### config.mk
export PLATFORM = sky130hd
export DESIGN_NAME = alu_cc_writeback_flat
export DESIGN_NICKNAME = d
export VERILOG_FILES = /design/src/rtl/alu_cc_writeback_if.sv /design/src/rtl/alu_cc_writeback.sv /design/src/flat_wrapper.sv
export SDC_FILE = /design/constraint.sdc
export NUM_CORES = 1
export LEC_CHECK = 0
export BUFFER_PORTS_ARGS = -buffer_cell sky130_fd_sc_hd__clkbuf_2
export CAP_MARGIN = 20
export CORE_ASPECT_RATIO = 0.75
export CORE_MARGIN = 4
export CORE_UTILIZATION = 46
export DETAILED_ROUTE_END_ITERATION = 8
export GPL_ROUTABILITY_DRIVEN = 0
export PLACE_DENSITY = 0.76
export SLEW_MARGIN = 20
export SYNTH_ARGS = -nofsm -noshare
export SYNTH_HDL_FRONTEND = slang
export SYNTH_SLANG_ARGS = --single-unit
### constraint.sdc
create_clock -name clk -period 5.8 [get_ports clk]
set_input_delay 0.58 -clock clk [delete_from_list [all_inputs] [get_ports clk]]
set_output_delay 0.58 -clock clk [all_outputs]
set_load 0.02 [all_outputs]
### src/rtl/alu_cc_writeback_if.sv
// Handshake and data bundle between the ALU stage, the condition-code/writeback
// buffer and its consumers.
interface alu_cc_writeback_if #(
  parameter int WIDTH = 64
);
  logic             in_valid;
  logic             in_ready;
  logic [1:0]       alu_mode;
  logic [WIDTH-1:0] a;
  logic [WIDTH-1:0] b;
  logic [WIDTH-1:0] alu_out;
  logic             set_cc;
  logic [3:0]       dst_id;
  logic             out_valid;
  logic             out_ready;
  logic [WIDTH-1:0] out_result;
  logic [3:0]       out_dst;
  logic             cc_zf;
  logic             cc_sf;
  logic             cc_of;
  logic [3:0]       cond_fn;
  logic             cond_true;

  modport master (
    output in_valid, alu_mode, a, b, alu_out, set_cc, dst_id, out_ready, cond_fn,
    input  in_ready, out_valid, out_result, out_dst, cc_zf, cc_sf, cc_of, cond_true
  );

  modport slave (
    input  in_valid, alu_mode, a, b, alu_out, set_cc, dst_id, out_ready, cond_fn,
    output in_ready, out_valid, out_result, out_dst, cc_zf, cc_sf, cc_of, cond_true
  );
endinterface

### src/rtl/alu_cc_writeback.sv
// ALU condition-code register, branch/cmov condition evaluation and in-order
// result FIFO toward writeback. Define ALU_CC_FWD_EN for same-cycle flag forwarding.
module alu_cc_writeback #(
  parameter int WIDTH = 64,
  parameter int DEPTH = 2
) (
  input logic                clk,
  input logic                reset,
  alu_cc_writeback_if.slave  bus
);
  localparam int PTR_W = $clog2(DEPTH);
  localparam int CNT_W = PTR_W + 1;
  localparam logic [CNT_W-1:0] DEPTH_C = CNT_W'(DEPTH);

  typedef struct packed {
    logic zf;
    logic sf;
    logic of;
  } cc_t;

  function automatic cc_t calc_flags(input logic [1:0] mode, input logic [WIDTH-1:0] op_a,
                                     input logic [WIDTH-1:0] op_b, input logic [WIDTH-1:0] res);
    cc_t f;
    f.zf = (res == {WIDTH{1'b0}});
    f.sf = res[WIDTH-1];
    case (mode)
      2'b00:   f.of = (op_a[WIDTH-1] == op_b[WIDTH-1]) && (res[WIDTH-1] != op_a[WIDTH-1]);
      2'b01:   f.of = (op_a[WIDTH-1] != op_b[WIDTH-1]) && (res[WIDTH-1] != op_a[WIDTH-1]);
      default: f.of = 1'b0;
    endcase
    return f;
  endfunction

  // Signed-compare style conditions; l is "less than" after a subtract.
  function automatic logic cond_eval(input logic [3:0] fn, input cc_t f);
    logic l;
    logic r;
    l = f.sf ^ f.of;
    case (fn)
      4'd0:    r = 1'b1;
      4'd1:    r = l | f.zf;
      4'd2:    r = l;
      4'd3:    r = f.zf;
      4'd4:    r = ~f.zf;
      4'd5:    r = ~l;
      4'd6:    r = ~l & ~f.zf;
      default: r = 1'b0;
    endcase
    return r;
  endfunction

  logic [WIDTH-1:0] data_mem_r [DEPTH];
  logic [3:0]       dst_mem_r  [DEPTH];
  logic [PTR_W-1:0] head_r;
  logic [PTR_W-1:0] tail_r;
  logic [CNT_W-1:0] count_r;
  cc_t              cc_r;
  cc_t              new_cc_s;
  cc_t              eval_cc_s;
  logic             push_s;
  logic             pop_s;

  // Handshake decode; readiness depends only on the registered count.
  always_comb begin
    push_s   = bus.in_valid && (count_r < DEPTH_C);
    pop_s    = bus.out_ready && (count_r != {CNT_W{1'b0}});
    new_cc_s = calc_flags(bus.alu_mode, bus.a, bus.b, bus.alu_out);
  end

`ifdef ALU_CC_FWD_EN
  // Flags of the op being accepted bypass the register for same-cycle branches.
  always_comb begin
    if (push_s && bus.set_cc) begin
      eval_cc_s = new_cc_s;
    end else begin
      eval_cc_s = cc_r;
    end
  end
`else
  // Conditions see only the registered flags.
  always_comb begin
    eval_cc_s = cc_r;
  end
`endif

  // FIFO head presentation; an empty FIFO shows zeros.
  always_comb begin
    bus.in_ready  = (count_r < DEPTH_C);
    bus.out_valid = (count_r != {CNT_W{1'b0}});
    bus.cc_zf     = cc_r.zf;
    bus.cc_sf     = cc_r.sf;
    bus.cc_of     = cc_r.of;
    bus.cond_true = cond_eval(bus.cond_fn, eval_cc_s);
    if (bus.out_valid) begin
      bus.out_result = data_mem_r[head_r];
      bus.out_dst    = dst_mem_r[head_r];
    end else begin
      bus.out_result = {WIDTH{1'b0}};
      bus.out_dst    = 4'd0;
    end
  end

  // FIFO storage; contents are qualified by count so they need no reset.
  always_ff @(posedge clk) begin
    if (push_s) begin
      data_mem_r[tail_r] <= bus.alu_out;
      dst_mem_r[tail_r]  <= bus.dst_id;
    end
  end

  // Pointers, occupancy and condition-code register; reset wins over traffic.
  always_ff @(posedge clk) begin
    if (reset) begin
      head_r  <= {PTR_W{1'b0}};
      tail_r  <= {PTR_W{1'b0}};
      count_r <= {CNT_W{1'b0}};
      cc_r    <= '{zf: 1'b1, sf: 1'b0, of: 1'b0};
    end else begin
      if (push_s) begin
        tail_r <= tail_r + PTR_W'(1);
      end
      if (pop_s) begin
        head_r <= head_r + PTR_W'(1);
      end
      case ({push_s, pop_s})
        2'b10:   count_r <= count_r + CNT_W'(1);
        2'b01:   count_r <= count_r - CNT_W'(1);
        default: count_r <= count_r;
      endcase
      if (push_s && bus.set_cc) begin
        cc_r <= new_cc_s;
      end
    end
  end
endmodule

### src/flat_wrapper.sv
// flat-port wrapper written by rule: the top's interface ports become plain ports
module alu_cc_writeback_flat 
#(
  parameter int WIDTH = 64,
  parameter int DEPTH = 2
)
  (clk, reset, bus_in_valid, bus_alu_mode, bus_a, bus_b, bus_alu_out, bus_set_cc, bus_dst_id, bus_out_ready, bus_cond_fn, bus_in_ready, bus_out_valid, bus_out_result, bus_out_dst, bus_cc_zf, bus_cc_sf, bus_cc_of, bus_cond_true);
  alu_cc_writeback_if #(.WIDTH(WIDTH)) bus_i ();
  input logic clk;
  input logic reset;
  input wire logic [$bits(bus_i.in_valid)-1:0] bus_in_valid;
  input wire logic [$bits(bus_i.alu_mode)-1:0] bus_alu_mode;
  input wire logic [$bits(bus_i.a)-1:0] bus_a;
  input wire logic [$bits(bus_i.b)-1:0] bus_b;
  input wire logic [$bits(bus_i.alu_out)-1:0] bus_alu_out;
  input wire logic [$bits(bus_i.set_cc)-1:0] bus_set_cc;
  input wire logic [$bits(bus_i.dst_id)-1:0] bus_dst_id;
  input wire logic [$bits(bus_i.out_ready)-1:0] bus_out_ready;
  input wire logic [$bits(bus_i.cond_fn)-1:0] bus_cond_fn;
  output wire logic [$bits(bus_i.in_ready)-1:0] bus_in_ready;
  output wire logic [$bits(bus_i.out_valid)-1:0] bus_out_valid;
  output wire logic [$bits(bus_i.out_result)-1:0] bus_out_result;
  output wire logic [$bits(bus_i.out_dst)-1:0] bus_out_dst;
  output wire logic [$bits(bus_i.cc_zf)-1:0] bus_cc_zf;
  output wire logic [$bits(bus_i.cc_sf)-1:0] bus_cc_sf;
  output wire logic [$bits(bus_i.cc_of)-1:0] bus_cc_of;
  output wire logic [$bits(bus_i.cond_true)-1:0] bus_cond_true;
  assign bus_i.in_valid = bus_in_valid;
  assign bus_i.alu_mode = bus_alu_mode;
  assign bus_i.a = bus_a;
  assign bus_i.b = bus_b;
  assign bus_i.alu_out = bus_alu_out;
  assign bus_i.set_cc = bus_set_cc;
  assign bus_i.dst_id = bus_dst_id;
  assign bus_i.out_ready = bus_out_ready;
  assign bus_i.cond_fn = bus_cond_fn;
  assign bus_in_ready = bus_i.in_ready;
  assign bus_out_valid = bus_i.out_valid;
  assign bus_out_result = bus_i.out_result;
  assign bus_out_dst = bus_i.out_dst;
  assign bus_cc_zf = bus_i.cc_zf;
  assign bus_cc_sf = bus_i.cc_sf;
  assign bus_cc_of = bus_i.cc_of;
  assign bus_cond_true = bus_i.cond_true;
  alu_cc_writeback #(.WIDTH(WIDTH), .DEPTH(DEPTH)) u_core (.clk(clk), .reset(reset), .bus(bus_i));
endmodule
==> reports/metrics.yaml <==
run_status:
  status: "complete, no violations"
setup_path:
  crit_arrival_ps: 2090
  path_max_fanout: 26
  endpoint_kind: "output port"
  worstPathRequired_ps: 5220
  rrSetupSlack_ps: 3230
  path_class: "flip-flop to output port"
  rr_startpoint: "u_core.count_r[1]$_SDFFE_PP0P_"
  cp-start-kind: "flip-flop"
  cp-startpoint: "u_core.count_r[1]$_SDFFE_PP0P_"
  reg2reg_depth: 4
sta:
  grt_setup_unrepaired: "no"
  maxSlewViolCount: 0
  finalSetupViolCount: 0
  worst_pin_slew_ps: 968
  post-route-period-util_pct: 46.0
  final.setup.tns_ps: 0
  max_freq_mhz: 375
  fin_skew_ps: 5.75
  fin_crit_ps: 2670
  hold_viol_final: 0
  max-slew-margin-rel_pct: 35.3
floorplan:
  die_h_um: 104
  rows: 34
  dieArea_um2: 14200
  start_util_pct: 47.9
  ios: 281
  core_um2: 11800
  fp.dieW_um: 136
cts:
  cts_resized: 0
  cts_hold_buffers: 0
  tritoncts: "done"
  worstSkewPairLatency_ps: 410
  cts_max_path_buffers: 2
  cts_max_level: 4
  cts_root_buffer: "clkbuf_16"
  cts_buffers: 17
  cts_setup_buffers: 0
  clock-sinks: 144
  clk_pin_slew_worst_paths_ps: 60
power:
  power_w: 0.00400
  power_density_nw_per_um2: 547
  ir_worst_vdd_mv: 0.322
  leakage_nw: 2.78
finish:
  nNetsFinal: 731
  multi_input_area_um2: 1350
  final-seq-area_um2: 4250
  syn2layout_area_growth_pct: 29.2
  drive_gt1_share_pct: 36.4
  nFillCells: 931
  antenna_cells: 0
synthesis:
  synth_fp_nets: 570
  synth_cells: 362
  yosysTopAreaCell: "edfxtp_1"
  async_flop_share_pct: 0
  synth_flop_cell: "edfxtp_1"
  synth_top_area_share_pct: 72.1
  synth_most_common_cell: "edfxtp_1"
  ys.warnings.count: 0
  synth-edff-count: 136
  yosys-top-cells-count: "edfxtp_1 (136), nor2_1 (74), mux2i_1 (70)"
  synth_area_leaders: "edfxtp_1 (72%), mux2i_1 (12%), nor2_1 (4.9%), dfxtp_1 (2.8%), nor4_1 (1.3%)"
  ys_ff_latch: 144
  avgSynthCellArea_um2: 15.7
  synth_cell_types: 27
  netlist_area_um2: 5670
  seq_area_frac_synth_pct: 74.9
hold_path:
  hp-start: "bus_dst_id[0]"
  hold_class: "input port to flip-flop"
  hold_depth: 1
grt:
  grt_max_degree: 69
  groute.usage.overall_pct: 18.6
  grt_pass1_wl_mm: 19.9
  antenna_found_initial: 0
  grt_pass1_vias: 3720
  grt_overflow: 0
routing:
  vias_per_cell: 5.10
  firstDrtPassIters: 4
  drtIter0Drc: 173
  num_vias: 3557
  finalWirelength_mm: 12.8
  detail-route-antenna-nets: 0
  drc: 0
  wl_per_cell_um: 18.3
place:
  io_buffers: 154
  dp_hpwl_mm: 8.64
run:
  max_cap_violations: 0
routing by layer:
layer | GRT usage [%] | routed length [um]
met2 | 30.3 | 6030
met1 | 23.2 | 5380
met4 | 4.53 | 131
met5 | 0 | 0
met3 | 7.30 | 1240
sequential cells by signal (all words and copies together), names as in the netlist, named ones only:
name	flops
u_core.data_mem_r	128
u_core.dst_mem_r	8
u_core.count_r	2
u_core.bus.cc_of	1
u_core.bus.cc_sf	1
u_core.bus.cc_zf	1
u_core.head_r	1
u_core.tail_r	1
cell families after synthesis:
kind of cell / count (synthesis) / share of synthesized area [%]
DFF: 144 / 74.9
and+or+nand+nor: 111 / 9.18
muxes: 70 / 12.4
buffers and inverters: 20 / 1.55
AOI/OAI and AO/OA: 10 / 0.883
xor gates and xnor gates: 6 / 0.927
adders and majority gates: 1 / 0.221
worst paths after layout:
kind,to
hold reg to reg,flip-flop
setup reg to reg,u_core.data_mem_r[0][19]$_DFFE_PP_
hold / removal,u_core.dst_mem_r[1][0]$_DFFE_PP_
setup / recovery,bus_out_result[37]
per-stage QoR:
stage	setup WS [ps]	util [%]	hold slack [ps]	cell area [um^2]	instances
floorplan	1610	-	480	5670	362
global placement	2980	55.9	492	6610	664
CTS	2790	61.7	343	7290	696
detailed placement	2930	56.1	506	6630	665
global route	2960	61.9	337	7320	697
finish	3130	61.9	360	7320	697
area by class of cell:
type                            count  area share [%]
Timing Repair Buffer              158            11.5
Clock buffer                       17            5.81
Sequential cell                   144            58.0
Tap cell                          162            2.77
Clock inverter                     14            3.21
Multi-Input combinational cell    198            18.5
Inverter                            4           0.205
placed cells by master, fill, tap and decap left out:
| cell type | n |
|---|---|
| dfxtp_1 | 7 |
| mux2i_1 | 70 |
| and2_1 | 1 |
| nor4_1 | 12 |
| nor4_2 | 4 |
| xor2_1 | 3 |
| and2b_1 | 1 |
| or4_1 | 1 |
| clkinv_2 | 1 |
| nand2_1 | 5 |
| and2_4 | 1 |
| or3_1 | 2 |
| clkinvlp_4 | 1 |
| nor3_1 | 2 |
| inv_1 | 4 |
| a21oi_1 | 7 |
| bufinv_16 | 6 |
| nand4_1 | 4 |
| ha_1 | 1 |
| buf_4 | 2 |
| nor2_1 | 72 |
| clkinv_4 | 2 |
| nor2b_1 | 2 |
| o21ai_0 | 2 |
| edfxtp_1 | 136 |
| nand3_1 | 1 |
| nor2_4 | 2 |
| clkinv_1 | 2 |
| clkbuf_16 | 17 |
| inv_6 | 2 |
| buf_16 | 2 |
| nand2b_1 | 1 |
| dfxtp_4 | 1 |
| xnor2_1 | 3 |
| clkbuf_2 | 154 |
| o21ai_1 | 1 |
worst max-delay path, stage by stage, from the launching register on:
cell and delay (ps):
dfxtp_1 360, nor2_4 490, buf_16 240, buf_4 300
nor2_1 110, clkbuf_2 170
where the power goes:
| group | switching [W] | internal (W) |
|---|---|---|
| Clock | 0.000411 | 0.000804 |
| Sequential | 0.0000946 | 0.00136 |
| Combinational | 0.000887 | 0.000446 |
Note: power is estimated with default switching activity, not from simulation.
